<file path="src/rtl/pipe_pkg.sv">
// Shared pipeline definitions: forward-select encodings,
// JALR resolver FSM states and the default datapath width.
package pipe_pkg;

  localparam int XLEN_DEF = 32;

  localparam logic [1:0] FRW_RF    = 2'b00;
  localparam logic [1:0] FRW_EXMEM = 2'b01;
  localparam logic [1:0] FRW_MEMWB = 2'b10;

  typedef enum logic [1:0] {
    ST_IDLE = 2'b00,
    ST_WAIT = 2'b01,
    ST_DONE = 2'b10
  } jalr_state_t;

endpackage

</file>
<file path="src/rtl/jalr_perf_counter.sv">
// Free-running event counter for branch-predictor statistics.
// Wraps at 2^CNT_W; synchronous active-high reset.
module jalr_perf_counter #(
  parameter int CNT_W = 32
) (
  input  logic             clk,
  input  logic             rst,
  input  logic             inc,
  output logic [CNT_W-1:0] cnt
);

  always_ff @(posedge clk) begin
    if (rst) begin
      cnt <= '0;
    end else if (inc) begin
      cnt <= cnt + CNT_W'(1);
    end
  end

endmodule

</file>
<file path="src/rtl/jalr_resolve_unit.sv">
// ID-stage JALR resolver: stalls until rs1 is forwardable, computes
// the target, and issues a single redirect per mispredicted JALR.
module jalr_resolve_unit
  import pipe_pkg::*;
#(
  parameter int XLEN  = XLEN_DEF,
  parameter int CNT_W = 32
) (
  input  logic             clk,
  input  logic             rst,
  input  logic             id_valid,
  input  logic             id_is_jalr,
  input  logic [XLEN-1:0]  id_pc,
  input  logic [XLEN-1:0]  id_imm,
  input  logic [4:0]       id_rs1,
  input  logic             id_pred_taken,
  input  logic [XLEN-1:0]  id_pred_target,
  input  logic [1:0]       frw_sel,
  input  logic [XLEN-1:0]  rf_rs1_data,
  input  logic [XLEN-1:0]  exmem_alu_result,
  input  logic [XLEN-1:0]  memwb_wb_data,
  input  logic [4:0]       idex_rd,
  input  logic             idex_regwren,
  input  logic             idex_memrden,
  input  logic [4:0]       exmem_rd,
  input  logic             exmem_regwren,
  input  logic             exmem_memrden,
  input  logic             ext_stall,
  input  logic             id_flush,
  output logic             stall_if_id,
  output logic             bubble_id_ex,
  output logic             redirect,
  output logic [XLEN-1:0]  redirect_pc,
  output logic             flush_if_id,
  output logic [XLEN-1:0]  link_data,
  output logic [CNT_W-1:0] jalr_cnt,
  output logic [CNT_W-1:0] jalr_mispred_cnt
);

  jalr_state_t state;

  logic            live;
  logic            hz_ex;
  logic            hz_ex_ld;
  logic            hz_ex_alu;
  logic            hz_mem;
  logic            hazard;
  logic [XLEN-1:0] rs1v;
  logic [XLEN-1:0] sum;
  logic [XLEN-1:0] tgt;
  logic            mis;
  logic            resolve;
  logic            mis_inc;

  assign live = id_valid & id_is_jalr & ~id_flush;

  assign hz_ex = idex_regwren & (idex_rd != 5'd0)
               & (idex_rd == id_rs1);
  // A load in EX waits two cycles, an ALU op one; both simply
  // hold until the producer reaches a forwardable stage.
  assign hz_ex_ld  = hz_ex & idex_memrden;
  assign hz_ex_alu = hz_ex & ~idex_memrden;

  assign hz_mem = exmem_regwren & exmem_memrden
                & (exmem_rd != 5'd0)
                & (exmem_rd == id_rs1);

  assign hazard = live & (hz_ex_ld | hz_ex_alu | hz_mem);

  always_comb begin
    rs1v = rf_rs1_data;
    case (frw_sel)
      FRW_EXMEM: rs1v = exmem_alu_result;
      FRW_MEMWB: rs1v = memwb_wb_data;
      default:   rs1v = rf_rs1_data;
    endcase
  end

  assign sum = rs1v + id_imm;
  assign tgt = {sum[XLEN-1:1], 1'b0};
  assign mis = ~id_pred_taken | (id_pred_target != tgt);

  assign resolve = ~rst & live & ~hazard & (state != ST_DONE);
  assign mis_inc = resolve & mis;

  assign stall_if_id  = ~rst & hazard;
  assign bubble_id_ex = ~rst & hazard;
  assign redirect     = mis_inc;
  assign flush_if_id  = mis_inc;
  assign redirect_pc  = rst ? '0 : tgt;
  assign link_data    = rst ? '0 : id_pc + XLEN'(4);

  always_ff @(posedge clk) begin
    if (rst) begin
      state <= ST_IDLE;
    end else begin
      case (state)
        ST_IDLE: begin
          if (hazard)                state <= ST_WAIT;
          else if (live & ext_stall) state <= ST_DONE;
        end
        ST_WAIT: begin
          if (!live)          state <= ST_IDLE;
          else if (hazard)    state <= ST_WAIT;
          else if (ext_stall) state <= ST_DONE;
          else                state <= ST_IDLE;
        end
        ST_DONE: begin
          if (id_flush || !ext_stall) state <= ST_IDLE;
        end
        default: state <= ST_IDLE;
      endcase
    end
  end

  jalr_perf_counter #(.CNT_W(CNT_W)) u_jalr_cnt (
    .clk (clk),
    .rst (rst),
    .inc (resolve),
    .cnt (jalr_cnt)
  );

  jalr_perf_counter #(.CNT_W(CNT_W)) u_mis_cnt (
    .clk (clk),
    .rst (rst),
    .inc (mis_inc),
    .cnt (jalr_mispred_cnt)
  );

endmodule
</file>
<file path="config.mk">
export PLATFORM = sky130hd
export DESIGN_NAME = jalr_resolve_unit
export DESIGN_NICKNAME = d
export VERILOG_FILES = /design/src/rtl/pipe_pkg.sv /design/src/rtl/jalr_perf_counter.sv /design/src/rtl/jalr_resolve_unit.sv
export SDC_FILE = /design/constraint.sdc
export NUM_CORES = 1
export LEC_CHECK = 0
export ABC_AREA = 0
export CAP_MARGIN = 20
export CORE_MARGIN = 10
export CORE_UTILIZATION = 46
export CTS_BUF_LIST = sky130_fd_sc_hd__clkbuf_2
export DETAILED_ROUTE_END_ITERATION = 6
export MAX_ROUTING_LAYER = met4
export PLACE_DENSITY = 0.93
export SKIP_LAST_GASP = 1
export SYNTH_ARGS = -nofsm -noshare
export SYNTH_HDL_FRONTEND = slang
export SYNTH_HIERARCHICAL = 1
export SYNTH_SLANG_ARGS = --single-unit
</file>
<file path="constraint.sdc">
create_clock -name clk -period 18.5 [get_ports clk]
set_input_delay 5.55 -clock clk [delete_from_list [all_inputs] [get_ports clk]]
set_output_delay 5.55 -clock clk [all_outputs]
set_load 0.02 [all_outputs]
</file>
==> flow_metrics.tcl, run 1 <==
set metrics [dict create \
    htreeDepth 3 \
    dp.final_hpwl_um 24900 \
    grt_pass1_vias 8768 \
    synth_seq_cells 66 \
    clockRootBuffer "clkbuf_2" \
    synth.net_count 1265 \
    die_x_um 146 \
    error "[ERROR DRT-0255] Maze Route cannot find path of net clk in worker of routeBox ( 96600 96600 ) ( 145990 145990 )." \
    cts_buffers 9 \
    yosysUniqueCellTypes 72 \
    post-cts-setup-buffers 0 \
    cts_resized 0 \
    clkSinkCount 66 \
    haltStage "detailed routing (5_2_route)" \
    outcome "did not finish" \
    syn_area_um2 7300 \
    post-synth-top-area-cell "dfxtp_1" \
    start_util_pct 47.5 \
    placement.io_buffers 349 \
    antenna_found_initial 3 \
    netlist.area_leader.share_pct 18.1 \
    globalplace.congestion 0.988 \
    seq_area_frac_synth_pct 18.1 \
    grt_max_degree 83 \
    ctsHoldBuffers 0 \
    grt_pass1_wl_um 46000 \
    gr-total-overflow 0 \
    ys_warn_count 6 \
    synthTopCellsByArea "dfxtp_1 (18%), xor2_1 (7.9%), ha_1 (7.2%)" \
    ioPinCount 352 \
    synth_cells 1002 \
    die_h_um 146 \
    rows 45 \
    grt_usage_pct 26.8 \
    synth_edf_count 0 \
    clockBufferDepth 2 \
    async_reset_ff_share_pct 0 \
    synth-main-ff-cell "dfxtp_1" \
    synth.avg_cell_area_um2 7.29 \
]
## Yosys cell counts (all sizes together), types with 3 or more instances
cell	number
xnor2	45
mux2	23
mux2i	3
ha	42
a2111oi	3
nor2	136
o31ai	11
xnor3	6
nand3	32
a221oi	3
nor3b	3
a22oi	31
dfxtp	66
a21o	6
nor3	35
nor4	17
buf	14
o21ai	74
a21oi	63
or2	4
nand4	40
or4	9
clkbuf	42
or3	16
and4	7
o22ai	3
inv	21
o21a	4
o211ai	4
and3	10
nor2b	30
a31oi	4
xor2	66
nand2	95
## per-layer routing
metal / track usage, %
met1: 28.4
met2: 46.6
met3: 6.83
met4: 11.2
met5: -
## metrics by stage
step | std cells | worst slack, ps | hold WS [ps] | area, um2
floorplan | 1002 | 3510 | 416 | 7300
global placement | 1510 | 1720 | 440 | 10800
detailed placement | 1510 | 1680 | 444 | 10800
CTS | 1526 | 1660 | 469 | 11000
global route | 1529 | 1310 | 492 | 11000
## logic make-up after synthesis
kind of cell | share of synthesized area, %
fa+ha+maj | 7.47
buf+inv | 4.51
xor+xnor | 15.8
other cells | 0.0514
flops | 18.1
simple gates | 30.3
mux | 3.96
compound gates | 19.8
==> inputs of run 2 (changes only) <==
CORE_UTILIZATION = 40   (was 46)
CTS_BUF_LIST = default   (was sky130_fd_sc_hd__clkbuf_2)
MAX_ROUTING_LAYER = default   (was met4)
PLACE_DENSITY = default   (was 0.93)
PLACE_DENSITY_LB_ADDON = 0.15   (was default)
==> flow_metrics.tcl, run 2 <==
set metrics [dict create \
    outcome "finished, final reports clean" \
    worst_hold_path_type "reg -> reg" \
    cp_max_fo 32 \
    drt_iter0_markers 400 \
    crit_slowest_cell "o21ai_0" \
    synth_seq_cells 66 \
    reg2reg_depth 8 \
    cts_buffers 9 \
    die_x_um 155 \
    nFillCells 1637 \
    netSwitchingFraction_pct 36.1 \
    syn_area_um2 7300 \
    post-cts-setup-buffers 0 \
    fmax_mhz 59.1 \
    synth.net_count 1265 \
    die_h_um 155 \
    power.internal_mw 0.406 \
    peakVddDrop_uv 51.3 \
    place_area_um2 10900 \
    layout_commonest_cell "clkdlybuf4s50_1" \
    synth-main-ff-cell "dfxtp_1" \
    p_comb_share_pct 49.6 \
    area_growth_pct 53.2 \
    finClkSkew_ps 10.8 \
    max_cap_violations 0 \
    yosysUniqueCellTypes 72 \
    vias_per_cell 5.47 \
    worstSetupStartpointType "primary input" \
    fin_crit_sh_pct 91.5 \
    wl_per_cell_um 19.1 \
    cp.required_ps 12950 \
    power_mw 0.635 \
    p_switching_mw 0.229 \
    antenna_left 0 \
    htreeDepth 3 \
    grt_pass1_vias 8412 \
    clockBufferDepth 2 \
    synth_cells 1002 \
    cts_resized 0 \
    ys_warn_count 6 \
    crit_chain "clkdlybuf4s50_1 -> ha_2 -> a22oi_1 -> o21ai_0 -> fa_1 -> xor2_1 -> a2111oi_0 -> o311ai_0 -> or3_1 -> a2111oi_2 -> nand4_1 -> a2111oi_2 -> nand4_1 -> nor4_1 -> a31oi_1 -> buf_4 -> clkdlybuf4s50_1" \
    synthTopCellsByArea "dfxtp_1 (18%), xor2_1 (7.9%), ha_1 (7.2%)" \
    r2r_slack_ps 15900 \
    layout_common_cells "clkdlybuf4s50_1 (348), nor2_1 (136), nand2_1 (95), o21ai_0 (72)" \
    worstSetupStartpoint "frw_sel[1]" \
    endpoint "flush_if_id" \
    ctsHoldBuffers 0 \
    cts_tree "done" \
    cp_slowest_stage_delay_ps 700 \
    synth.avg_cell_area_um2 7.29 \
    placement.io_buffers 349 \
    clk_pin_slew_ps 50 \
    first_pass_iters 5 \
    rsz0062_at_grt "false" \
    grt_max_degree 85 \
    grt_usage_pct 23.1 \
    slew_violations 0 \
    die_area_um2 24100 \
    setup-violations-final 0 \
    post-synth-top-area-cell "dfxtp_1" \
    power_density_nw_per_um2 56.8 \
    worstReg2RegEnd "u_mis_cnt/cnt[27]" \
    ioPinCount 352 \
    stdcell_area_um2 11200 \
    core-area_um2 18000 \
    globalplace.congestion 0.930 \
    numPlacedInstances 1528 \
    rows 49 \
    final_nets 1573 \
    antenna_found_initial 5 \
    start_util_pct 40.6 \
    worst-endpoint-arrival_ps 11370 \
    layoutNonFillerInstCount 1548 \
    worstSetupEndpointType "output pin" \
    worstMarginPinSlew_ps 842 \
    clkSinkCount 66 \
    path_class "in -> out" \
    setup_tns_ps 0 \
    clock_latency_ps 330 \
    power.share.clock_pct 28.0 \
    vias 8463 \
    reg2reg_from "state[1]" \
    drt-total-wl_um 29500 \
    seq_area_frac_synth_pct 18.1 \
    drc_errors 0 \
    layout_min_cycle_time_ps 16920 \
    grt_pass1_wl_um 45200 \
    yosysMostFrequentCell "nor2_1" \
    synth_edf_count 0 \
    power.sequential.fraction_pct 22.5 \
    drive_gt1_share_pct 4.71 \
    finalHoldViolations 0 \
    max-slew-margin-rel_pct 43.2 \
    async_reset_ff_share_pct 0 \
    clockRootBuffer "clkbuf_16" \
    p_leak_nw 4.12 \
    gr-total-overflow 0 \
    dp.final_hpwl_um 24800 \
    netlist.area_leader.share_pct 18.1 \
    reg.largest.list "u_jalr_cnt/cnt (32), u_mis_cnt/cnt (32), state (2)" \
    netlist_top_cells_count "nor2_1 (136), nand2_1 (95), o21ai_0 (72)" \
]
run 2: layer usage:
layer	part of all wire (%)	track usage [%]	wire (um)	up-vias
met5	0	0	0	-
met4	3.1	8.55	930	0
met3	9.4	8.63	2770	42
met2	48	39.9	14300	304
met1	39	25.2	11500	3884
li1	-	-	-	4233
run 2: per-stage QoR:
stage          util (%)  hold slack (ps)  setup WS, ps
5_1_grt            62.3              471          1130
6_report           62.3              455          1580
4_1_cts            62.2              449          1580
3_3_place_gp       60.5              432          1620
3_5_place_dp       60.5              439          1610
2_1_floorplan         -              416          3510
run 2: worst min-delay path by stage:
| stage | from | to | slack [ps] | cells past startpoint |
|---|---|---|---|---|
| floorplan | state[1] | state[0] | 420 | 1 |
| global placement | state[1] | state[0] | 430 | 1 |
| detailed placement | state[1] | state[0] | 440 | 1 |
| CTS | state[1] | state[0] | 450 | 1 |
| global route | state[1] | state[0] | 470 | 1 |
| finish | state[1] | state[0] | 450 | 1 |
run 2: critical path, delay by kind of cell:
family                     cells  cell delay, ps
AOI/OAI and AO/OA              7            2210
xor gates and xnor gates       1             170
adders and majority gates      2            1170
buffers and inverters          3            1240
and+or+nand+nor                4             990
run 2: power groups by stage:
stage | Combinational [mW] | Sequential [mW] | Clock [mW]
floorplan | 0.181 | 0.146 | 0
global placement | 0.312 | 0.146 | 0
detailed placement | 0.313 | 0.146 | 0
CTS | 0.315 | 0.143 | 0.181
global route | 0.341 | 0.143 | 0.185
finish | 0.315 | 0.143 | 0.178
run 2: area by class of cell:
type                            instances  area, um2  share of cell area [%]
Multi-Input combinational cell        859       5650                    50.5
Timing Repair Buffer                  353       3520                    31.5
Sequential cell                        66       1320                    11.8
Tap cell                              229        287                    2.56
Clock buffer                           13        270                    2.42
Inverter                               21       78.8                   0.705
Clock inverter                          3       46.3                   0.414
Antenna cell                            4       10.0                  0.0895
run 2: cell families after synthesis:
| kind of cell | share of synthesized area, % |
|---|---|
| AND/OR/NAND/NOR | 30.3 |
| AO/OA/AOI/OAI | 19.8 |
| XOR/XNOR | 15.8 |
| buffers and inverters | 4.51 |
| flip-flops | 18.1 |
| adder cells (fa/ha/maj) | 7.47 |
| multiplexers | 3.96 |
| other | 0.0514 |
(Power assumes the default switching activity.)
